$ cat config.mk
export PLATFORM = sky130hd
export DESIGN_NAME = jtag_bus_master_flat
export DESIGN_NICKNAME = d
export VERILOG_FILES = /design/src/rtl/jtag_bus_pkg.sv /design/src/rtl/generic_bus_if.sv /design/src/rtl/bus_timeout_counter.sv /design/src/rtl/jtag_bus_master.sv /design/src/flat_wrapper.sv
export SDC_FILE = /design/constraint.sdc
export NUM_CORES = 1
export LEC_CHECK = 0
export CORE_MARGIN = 2
export CORE_UTILIZATION = 47
export DETAILED_ROUTE_END_ITERATION = 16
export GPL_ROUTABILITY_DRIVEN = 0
export PLACE_DENSITY = 0.84
export SYNTH_ARGS = -nofsm -noshare
export SYNTH_HDL_FRONTEND = slang
export SYNTH_SLANG_ARGS = --single-unit
$ cat constraint.sdc
create_clock -name CLK -period 3.05 [get_ports CLK]
set_input_delay 0.61 -clock CLK [delete_from_list [all_inputs] [get_ports CLK]]
set_output_delay 0.61 -clock CLK [all_outputs]
set_load 0.02 [all_outputs]
$ cat src/rtl/jtag_bus_pkg.sv
// Shared types and defaults for the JTAG-driven bus master.
//   state_t : FSM states of jtag_bus_master
//   cmd_t   : one command word as seen from the JTAG data-register side
package jtag_bus_pkg;

  localparam int unsigned DEF_CNT_W          = 8;
  localparam int unsigned DEF_ADDR_INC       = 4;
  localparam int unsigned DEF_TIMEOUT_CYCLES = 256;

  typedef enum logic [1:0] {
    IDLE = 2'd0,
    BUS  = 2'd1,
    RSP  = 2'd2
  } state_t;

  typedef struct packed {
    logic                 write;
    logic [31:0]          addr;
    logic [31:0]          wdata;
    logic [3:0]           byte_en;
    logic [DEF_CNT_W-1:0] len;
  } cmd_t;

endpackage

$ cat src/rtl/generic_bus_if.sv
// Generic single-master memory bus.
//   cpu modport : drives addr, wdata, ren, wen, byte_en; samples rdata, busy
//   mem modport : the slave view of the same wires
interface generic_bus_if;
  logic [31:0] addr;
  logic [31:0] wdata;
  logic [31:0] rdata;
  logic        ren;
  logic        wen;
  logic [3:0]  byte_en;
  logic        busy;

  modport cpu (output addr, wdata, ren, wen, byte_en, input rdata, busy);
  modport mem (input addr, wdata, ren, wen, byte_en, output rdata, busy);
endinterface

$ cat src/rtl/bus_timeout_counter.sv
// Per-beat busy timer.
//   CLK, RST : clock, synchronous active-high reset
//   clear    : reload for a fresh beat (has priority over enable)
//   enable   : count one busy cycle
//   expired  : the current cycle is the TIMEOUT_CYCLES-th busy cycle of the beat
module bus_timeout_counter #(
  parameter int unsigned TIMEOUT_CYCLES = 256
) (
  input  logic CLK,
  input  logic RST,
  input  logic clear,
  input  logic enable,
  output logic expired
);

  localparam int unsigned TW = $clog2(TIMEOUT_CYCLES + 1);
  // Loaded with one less than the limit so the terminal count coincides
  // with the last tolerated busy cycle rather than the one after it.
  localparam logic [TW-1:0] LOAD = TW'(TIMEOUT_CYCLES - 1);

  logic [TW-1:0] cnt;

  always_ff @(posedge CLK) begin
    if (RST || clear) begin
      cnt <= LOAD;
    end else if (enable && (cnt != '0)) begin
      cnt <= cnt - TW'(1);
    end
  end

  assign expired = (cnt == '0);

endmodule

$ cat src/rtl/jtag_bus_master.sv
// Turns JTAG command words into single or auto-incrementing burst accesses
// on the generic bus, with a response handshake and a per-beat busy timeout.
//   CLK, RST      : clock, synchronous active-high reset
//   cmd_*         : command handshake (write, start addr, fill data, byte enables, beats-1)
//   rsp_*         : response handshake (read data, timeout error, last of command)
//   gbus          : generic_bus_if cpu modport
//
// state | meaning
// IDLE  | waiting for a command, cmd_ready high
// BUS   | beat in flight, ren or wen held until busy drops or the timer expires
// RSP   | response offered, bus quiet until rsp_ready
module jtag_bus_master import jtag_bus_pkg::*; #(
  parameter int unsigned CNT_W          = DEF_CNT_W,
  parameter int unsigned ADDR_INC       = DEF_ADDR_INC,
  parameter int unsigned TIMEOUT_CYCLES = DEF_TIMEOUT_CYCLES
) (
  input  logic             CLK,
  input  logic             RST,
  input  logic             cmd_valid,
  output logic             cmd_ready,
  input  logic             cmd_write,
  input  logic [31:0]      cmd_addr,
  input  logic [31:0]      cmd_wdata,
  input  logic [3:0]       cmd_byte_en,
  input  logic [CNT_W-1:0] cmd_len,
  output logic             rsp_valid,
  input  logic             rsp_ready,
  output logic [31:0]      rsp_rdata,
  output logic             rsp_err,
  output logic             rsp_last,
  generic_bus_if.cpu       gbus
);

  state_t           state, state_next;
  logic             write_q;
  logic [31:0]      addr_q;
  logic [31:0]      wdata_q;
  logic [3:0]       byte_en_q;
  logic [CNT_W-1:0] remaining_q;
  logic             err_q;
  logic [31:0]      rdata_q;

  logic accept, beat_done, timeout, advance;
  logic tmr_clear, tmr_enable, tmr_expired;

  always_ff @(posedge CLK) begin
    if (RST) begin
      state <= IDLE;
    end else begin
      state <= state_next;
    end
  end

  always_comb begin
    state_next = state;
    accept     = 1'b0;
    beat_done  = 1'b0;
    timeout    = 1'b0;
    advance    = 1'b0;
    case (state)
      IDLE: begin
        if (cmd_valid && cmd_ready) begin
          accept     = 1'b1;
          state_next = BUS;
        end
      end
      BUS: begin
        // A beat finishing on the expiry cycle wins over the timeout.
        if (!gbus.busy) begin
          beat_done = 1'b1;
          if (write_q && (remaining_q != '0)) begin
            advance = 1'b1;
          end else begin
            state_next = RSP;
          end
        end else if (tmr_expired) begin
          timeout    = 1'b1;
          state_next = RSP;
        end
      end
      RSP: begin
        if (rsp_ready) begin
          if (rsp_last) begin
            state_next = IDLE;
          end else begin
            advance    = 1'b1;
            state_next = BUS;
          end
        end
      end
      default: state_next = IDLE;
    endcase
  end

  always_ff @(posedge CLK) begin
    if (RST) begin
      write_q     <= 1'b0;
      addr_q      <= '0;
      wdata_q     <= '0;
      byte_en_q   <= '0;
      remaining_q <= '0;
      err_q       <= 1'b0;
      rdata_q     <= '0;
    end else begin
      if (accept) begin
        write_q     <= cmd_write;
        addr_q      <= cmd_addr;
        wdata_q     <= cmd_wdata;
        byte_en_q   <= cmd_byte_en;
        remaining_q <= cmd_len;
        err_q       <= 1'b0;
        rdata_q     <= '0;
      end
      if (advance) begin
        addr_q      <= addr_q + 32'(ADDR_INC);
        remaining_q <= remaining_q - CNT_W'(1);
      end
      if (beat_done) begin
        rdata_q <= write_q ? '0 : gbus.rdata;
      end
      if (timeout) begin
        err_q   <= 1'b1;
        rdata_q <= '0;
      end
    end
  end

  assign tmr_clear  = (state != BUS) || beat_done;
  assign tmr_enable = (state == BUS) && gbus.busy;

  bus_timeout_counter #(
    .TIMEOUT_CYCLES(TIMEOUT_CYCLES)
  ) u_timer (
    .CLK    (CLK),
    .RST    (RST),
    .clear  (tmr_clear),
    .enable (tmr_enable),
    .expired(tmr_expired)
  );

  // cmd_ready is gated by RST directly so it is low for the whole reset pulse.
  assign cmd_ready    = (state == IDLE) && !RST;
  assign gbus.ren     = (state == BUS) && !write_q;
  assign gbus.wen     = (state == BUS) && write_q;
  assign gbus.addr    = addr_q;
  assign gbus.wdata   = wdata_q;
  assign gbus.byte_en = byte_en_q;
  assign rsp_valid    = (state == RSP);
  assign rsp_rdata    = rdata_q;
  assign rsp_err      = (state == RSP) && err_q;
  assign rsp_last     = (state == RSP) && (err_q || (remaining_q == '0));

endmodule

$ cat src/flat_wrapper.sv
// flat-port wrapper written by rule: the top's interface ports become plain ports
module jtag_bus_master_flat import jtag_bus_pkg::*;
#(
  parameter int unsigned CNT_W          = DEF_CNT_W,
  parameter int unsigned ADDR_INC       = DEF_ADDR_INC,
  parameter int unsigned TIMEOUT_CYCLES = DEF_TIMEOUT_CYCLES
)
  (CLK, RST, cmd_valid, cmd_ready, cmd_write, cmd_addr, cmd_wdata, cmd_byte_en, cmd_len, rsp_valid, rsp_ready, rsp_rdata, rsp_err, rsp_last, gbus_addr, gbus_wdata, gbus_ren, gbus_wen, gbus_byte_en, gbus_rdata, gbus_busy);
  generic_bus_if gbus_i ();
  input  logic CLK;
  input  logic RST;
  input  logic cmd_valid;
  output logic cmd_ready;
  input  logic cmd_write;
  input  logic [31:0] cmd_addr;
  input  logic [31:0] cmd_wdata;
  input  logic [3:0] cmd_byte_en;
  input  logic [CNT_W-1:0] cmd_len;
  output logic rsp_valid;
  input  logic rsp_ready;
  output logic [31:0] rsp_rdata;
  output logic rsp_err;
  output logic rsp_last;
  output wire logic [$bits(gbus_i.addr)-1:0] gbus_addr;
  output wire logic [$bits(gbus_i.wdata)-1:0] gbus_wdata;
  output wire logic [$bits(gbus_i.ren)-1:0] gbus_ren;
  output wire logic [$bits(gbus_i.wen)-1:0] gbus_wen;
  output wire logic [$bits(gbus_i.byte_en)-1:0] gbus_byte_en;
  input wire logic [$bits(gbus_i.rdata)-1:0] gbus_rdata;
  input wire logic [$bits(gbus_i.busy)-1:0] gbus_busy;
  assign gbus_addr = gbus_i.addr;
  assign gbus_wdata = gbus_i.wdata;
  assign gbus_ren = gbus_i.ren;
  assign gbus_wen = gbus_i.wen;
  assign gbus_byte_en = gbus_i.byte_en;
  assign gbus_i.rdata = gbus_rdata;
  assign gbus_i.busy = gbus_busy;
  jtag_bus_master #(.CNT_W(CNT_W), .ADDR_INC(ADDR_INC), .TIMEOUT_CYCLES(TIMEOUT_CYCLES)) u_core (.CLK(CLK), .RST(RST), .cmd_valid(cmd_valid), .cmd_ready(cmd_ready), .cmd_write(cmd_write), .cmd_addr(cmd_addr), .cmd_wdata(cmd_wdata), .cmd_byte_en(cmd_byte_en), .cmd_len(cmd_len), .rsp_valid(rsp_valid), .rsp_ready(rsp_ready), .rsp_rdata(rsp_rdata), .rsp_err(rsp_err), .rsp_last(rsp_last), .gbus(gbus_i));
endmodule
# Yosys cells after proc, flatten, opt, wreduce, memory -nomap -nowiden
# Cells that the tools add are included.
[word_totals]
register_bits = 121
input_bits = 114
out_inout_bits = 106
wordCells = 71
[op_classes]
addsub = 3
n_eq_ne = 7
n_mux = 28
n_reduce_logical = 24
[op_table]
columns = ["op", "n"]
rows = [
  ["two-way mux 32 bit", 5],
  ["adder 32 x 3 -> 32 bit (second input constant)", 1],
  ["two-way mux 8 bit", 2],
  ["two-way mux 1 bit", 14],
  ["two-way mux 2 bit", 5],
  ["logical AND 1 bit", 9],
  ["logical NOT 9 bit", 1],
  ["nonzero test 9 bit", 1],
  ["subtractor 9 x 1 -> 9 bit (second input constant)", 1],
  ["logical NOT 8 bit", 1],
  ["nonzero test 8 bit", 1],
  ["subtractor 8 x 1 -> 8 bit (second input constant)", 1],
  ["!= test 2 x 1 -> 1 bit (second input constant)", 3],
  ["one-hot mux 2 bit (3 select lines)", 1],
  ["nonzero test 2 bit", 3],
  ["AND reduction 4 bit", 1],
  ["logical OR 1 bit", 3],
  ["!= test 3 x 2 -> 1 bit (second input constant)", 1],
  ["!= test 3 bit (second input constant)", 1],
  ["equality test 2 x 1 -> 1 bit (second input constant)", 1],
  ["equality test 2 bit (second input constant)", 1],
  ["logical NOT 1 bit", 2],
  ["logical NOT 2 bit", 1],
  ["one-hot mux 1 bit (2 select lines)", 1],
  ["OR reduction 2 bit", 1],
]

# Logic depth before layout (Yosys ltp)
[logic_depth]
ltp_word = 7
depth_mapped = 9
ltp_nobuf = 7

# Modules after synthesis
# Synthesis repeated with hierarchy kept, for this count alone.
[unflattened]
hier_cells = 646
hier_area_um2 = 5444.0
[by_module_without_submodules]
columns = ["mod", "instances", "cells_per_inst", "area_each_um2", "seq_area_each_um2"]
rows = [
  ["jtag_bus_master", 1, 590, 4895.9, 2242.2],
  ["bus_timeout_counter", 1, 56, 548.0, 180.2],
]

# Worst setup path before layout
# Ideal clock, no wire load.
[synth_path]
path_kind = "register to register"
start = "register u_core.state[0]"
end = "register u_core.wdata_q[10] (netlist: u_core.gbus.wdata[10])"
t_arrival_ns = 2.126
slack_ns = 0.865
path_stages_with_launch = 10
n_path_buf = 3
synth_period_minus_slack_ns = 2.185
cell_sequence = "dfxtp_1 -> inv_1 -> ha_1 -> nor2b_1 -> and2_1 -> clkbuf_1 -> clkbuf_1 -> buf_1 -> nand2_1 -> nand2_1"
[synth_via]
elab_chain_cells = 5
[synth_lines]
columns = ["element", "line_no", "source"]
rows = [
  ["from (decl)", "jtag_bus_master.sv:34", "state_t state, state_next;"],
  ["from (signal assigned)", "jtag_bus_master.sv:50", "state <= state_next;"],
  ["logical NOT 2 bit", "jtag_bus_master.sv:142", "assign cmd_ready = (state == IDLE) && !RST;"],
  ["logical AND 1 bit", "jtag_bus_master.sv:142", ""],
  ["named net cmd_ready", "flat_wrapper.sv:13", "output logic cmd_ready;"],
  ["logical AND 1 bit", "jtag_bus_master.sv:62", "if (cmd_valid && cmd_ready) begin"],
  ["two-way mux 1 bit", "jtag_bus_master.sv:62", ""],
  ["two-way mux 1 bit", "jtag_bus_master.sv:60", "case (state)"],
  ["to (signal assigned)", "jtag_bus_master.sv:108", "wdata_q <= cmd_wdata;"],
  ["to (decl)", "jtag_bus_master.sv:37", "logic [31:0] wdata_q;"],
]
# The timed path passes the listed nets, and every way through them passes these cells.
# A chain may end at the register's enable or synchronous reset.

# Worst setup path after layout
[layout_path]
start = "register u_core.remaining_q[0]"
end = "output rsp_last"
[layout_via]
elab_chain_cells = 3
[layout_lines]
columns = ["element", "line_no", "source"]
rows = [
  ["from (decl)", "jtag_bus_master.sv:39", "logic [CNT_W-1:0] remaining_q;"],
  ["from (signal assigned)", "jtag_bus_master.sv:110", "remaining_q <= cmd_len;"],
  ["from (signal assigned)", "jtag_bus_master.sv:116", "remaining_q <= remaining_q - CNT_W'(1);"],
  ["logical NOT 8 bit", "jtag_bus_master.sv:151", "assign rsp_last = (state == RSP) && (err_q || (remaining_q == '0));"],
  ["logical OR 1 bit", "jtag_bus_master.sv:151", ""],
  ["logical AND 1 bit", "jtag_bus_master.sv:151", ""],
  ["to (decl)", "flat_wrapper.sv:23", "output logic rsp_last;"],
]
# No other way between the ends.

==> metrics.cfg <==
[drt]
first_pass_iters = 5
viasPerCell = 5.814
via_count = 5843
drc_errors = 0
post_drt_wl_per_cell_um = 17.74
drtIter0Drc = 616
antenna_left = 0
drt-total-wl_um = 17830

[cts]
postCtsSetupRepairBufs = 0
htreeDepth = 4
cts.sinks = 121
clkTransAtPathRegs_ns = 0.06
clock_path_buffers = 2
cts_tree = built
root_buffer = clkbuf_16
insertion_delay_ns = 0.41
cts-buffers-inserted = 17

[grt]
grt_max_degree = 84
grt_pass1_wl_um = 29110
grt_antenna_before_repair = 1
grt_util_all_layers = 0.2856
gr-total-overflow = 0
grt_pass1_vias = 5924

[timing]
finalSetupTns_ns = 0
setup_viol = 0
fin_crit_ns = 2.590
hold_violations = 0
timing.fmax_mhz = 386.2
fin_crit_sh = 0.8491
relSlewSlack = 0.2027
setup_ws_ns = 0.4604
worst_pin_slew_ns = 1.196
finalClockSkew_ns = 0.009972
slew_violations = 0
rsz0062_at_grt = false

[logic_synthesis]
syn_area_per_cell_um2 = 8.544
seq_area_frac_synth = 0.4458
async_reset_ff_frac = 0
syn_inst = 636
synth_ff_type = dfxtp_1
syn_nets = 759
yosys.cell_types.count = 70
yosysTopAreaCell = dfxtp_1
netlist.area_leader.share = 0.4458
synth_edf_count = 0
synth_warnings = 0
ys_seq_elements = 121
synth_area_um2 = 5434
synthTopCellsByArea = dfxtp_1 45%, nand2_1 7.2%, nand3b_1 5.7%

[placed_design]
hpwl_um = 12440
port_buffers = 219
placed_cells = 973
post-place-ws_ns = 0.4137

[cells_and_area]
stdcell_count = 1005
area_delta_synth_final_pct = 52.34
drive_gt1_frac = 0.07425
final_common_cell = clkdlybuf4s50_1
nNetsFinal = 972
most-common-layout-cells = 217 x clkdlybuf4s50_1, 121 x dfxtp_1, 104 x nand2_1
fill_cells = 851
antenna_cells = 0

[hold_path]
hold_path.class = flop to flop

[floorplan]
fp.coreArea_um2 = 11370
die_w_um = 111.5
row_count = 39
die_h_um = 111.5
ios = 220
die-area_um2 = 12440
initial_core_util = 0.4779

[worst_setup_path]
critical_path_required_ns = 2.44
slowest_stage = or3b_2
worst_ep_arrival_time_ns = 1.98
critPathCaptureType = output pin
crit_fanout = 5
slowest_delay_ns = 0.52
critical_path_class = flop to output pin
cp_cell_sequence = inv_1, ha_1, or3b_2, nor2_2, o21a_1, dlymetal6s2s_1
startpoint_type = flop

[outcome]
status = complete, no violations

[power_and_ir_drop]
power_density_nw_per_um2 = 701.1
p_leak_nw = 3.135
irDropWorstVdd_mv = 0.4213

[job]
maxCapViolCount = 0

==> worst max-delay path, delay by kind of cell, from the launching register on <==
kind / cells / cell delay (ns)
flip-flops: 1 / 0.34
buffers and inverters: 2 / 0.31
adder cells (fa/ha/maj): 1 / 0.13
AND/OR/NAND/NOR: 2 / 0.68
AO/OA/AOI/OAI: 1 / 0.12
==> worst paths after layout <==
path	startpoint	to	slack [ns]	depth (start not counted)
max	u_core.remaining_q[0]	rsp_last	0.46	6
min reg2reg	u_core.gbus.wdata[19]	u_core.gbus.wdata[19]	0.47	2
min	u_core.gbus.wdata[19]	u_core.gbus.wdata[19]	0.47	2
max reg2reg	u_core.remaining_q[0]	u_core.gbus.addr[17]	0.58	7
==> where the power goes <==
part	total [W]	internal, W	switching (W)
clock network	0.00191	0.00114	0.000763
registers	0.00202	0.00181	0.000202
logic	0.00188	0.000838	0.00104
==> through the flow <==
| stage | area [um^2] | total power [W] | util | hold WS, ns |
|---|---|---|---|---|
| detailed placement | 7709 | 0.003900 | 0.6780 | 0.4642 |
| finish | 8278 | 0.005803 | 0.7281 | 0.4736 |
| CTS | 8273 | 0.005814 | 0.7276 | 0.4737 |
| global placement | 7709 | 0.003829 | 0.6780 | 0.4595 |
| floorplan | 5434 | 0.003084 | - | 0.4618 |
| global route | 8278 | 0.006088 | 0.7281 | 0.4889 |
==> layout make-up <==
type,instances,area (um^2),share of cell area
multi-input combinational,463,2765,0.3340
clock inverter,14,125.1,0.01511
sequential,121,2422,0.2926
timing repair buffer,234,2302,0.2781
clock buffer,18,439.2,0.05305
inverter,12,45.04,0.005441
tap,143,178.9,0.02161
==> synth_stat cells (6+ instances only) <==
cell and number:
nand3_1 11, buf_1 7, a21oi_1 37, ha_1 9, nand2_1 104, o21ai_0 20, inv_1 12, a211oi_1 8
a31oi_1 6, and3_1 10, a22oi_1 33, a311oi_1 10, nor2_1 66, nand4_1 8, nor4_1 10, nor3_1 12
clkbuf_1 21, nand3b_1 41, dfxtp_1 121
==> metal layers <==
| metal | wire length (um) | share of wire | global-route usage |
|---|---|---|---|
| met4 | 387 | 0.022 | 0.1045 |
| met1 | 6834 | 0.38 | 0.3205 |
| met3 | 1840 | 0.10 | 0.1170 |
| met5 | 0 | 0 | 0 |
| met2 | 8766 | 0.49 | 0.4890 |
==> state kept, by name, summed over array words and instances (netlist names) <==
register and cells:
u_core.gbus.addr 32, u_core.gbus.wdata 32, u_core.rsp_rdata 32, u_core.u_timer.cnt 9, u_core.remaining_q 8, u_core.gbus.byte_en 4, u_core.state 2, u_core.err_q 1
u_core.write_q 1
==> cell families (layout without fill, tap and decap cells) <==
kind of cell | Yosys count | in the layout | synth area share
AOI/OAI and AO/OA | 151 | 151 | 0.1953
xor gates and xnor gates | 6 | 6 | 0.009671
adders and majority gates | 9 | 9 | 0.02072
buffers and inverters | 52 | 278 | 0.04697
DFF | 121 | 121 | 0.4458
and+or+nand+nor | 297 | 297 | 0.2816
==> what timing repair did <==
action	CTS	global route
resized for setup	0	2
setup endpoints to repair	0	1
hold buffers	0	0
No activity file was read; power rests on OpenSTA's default activity.
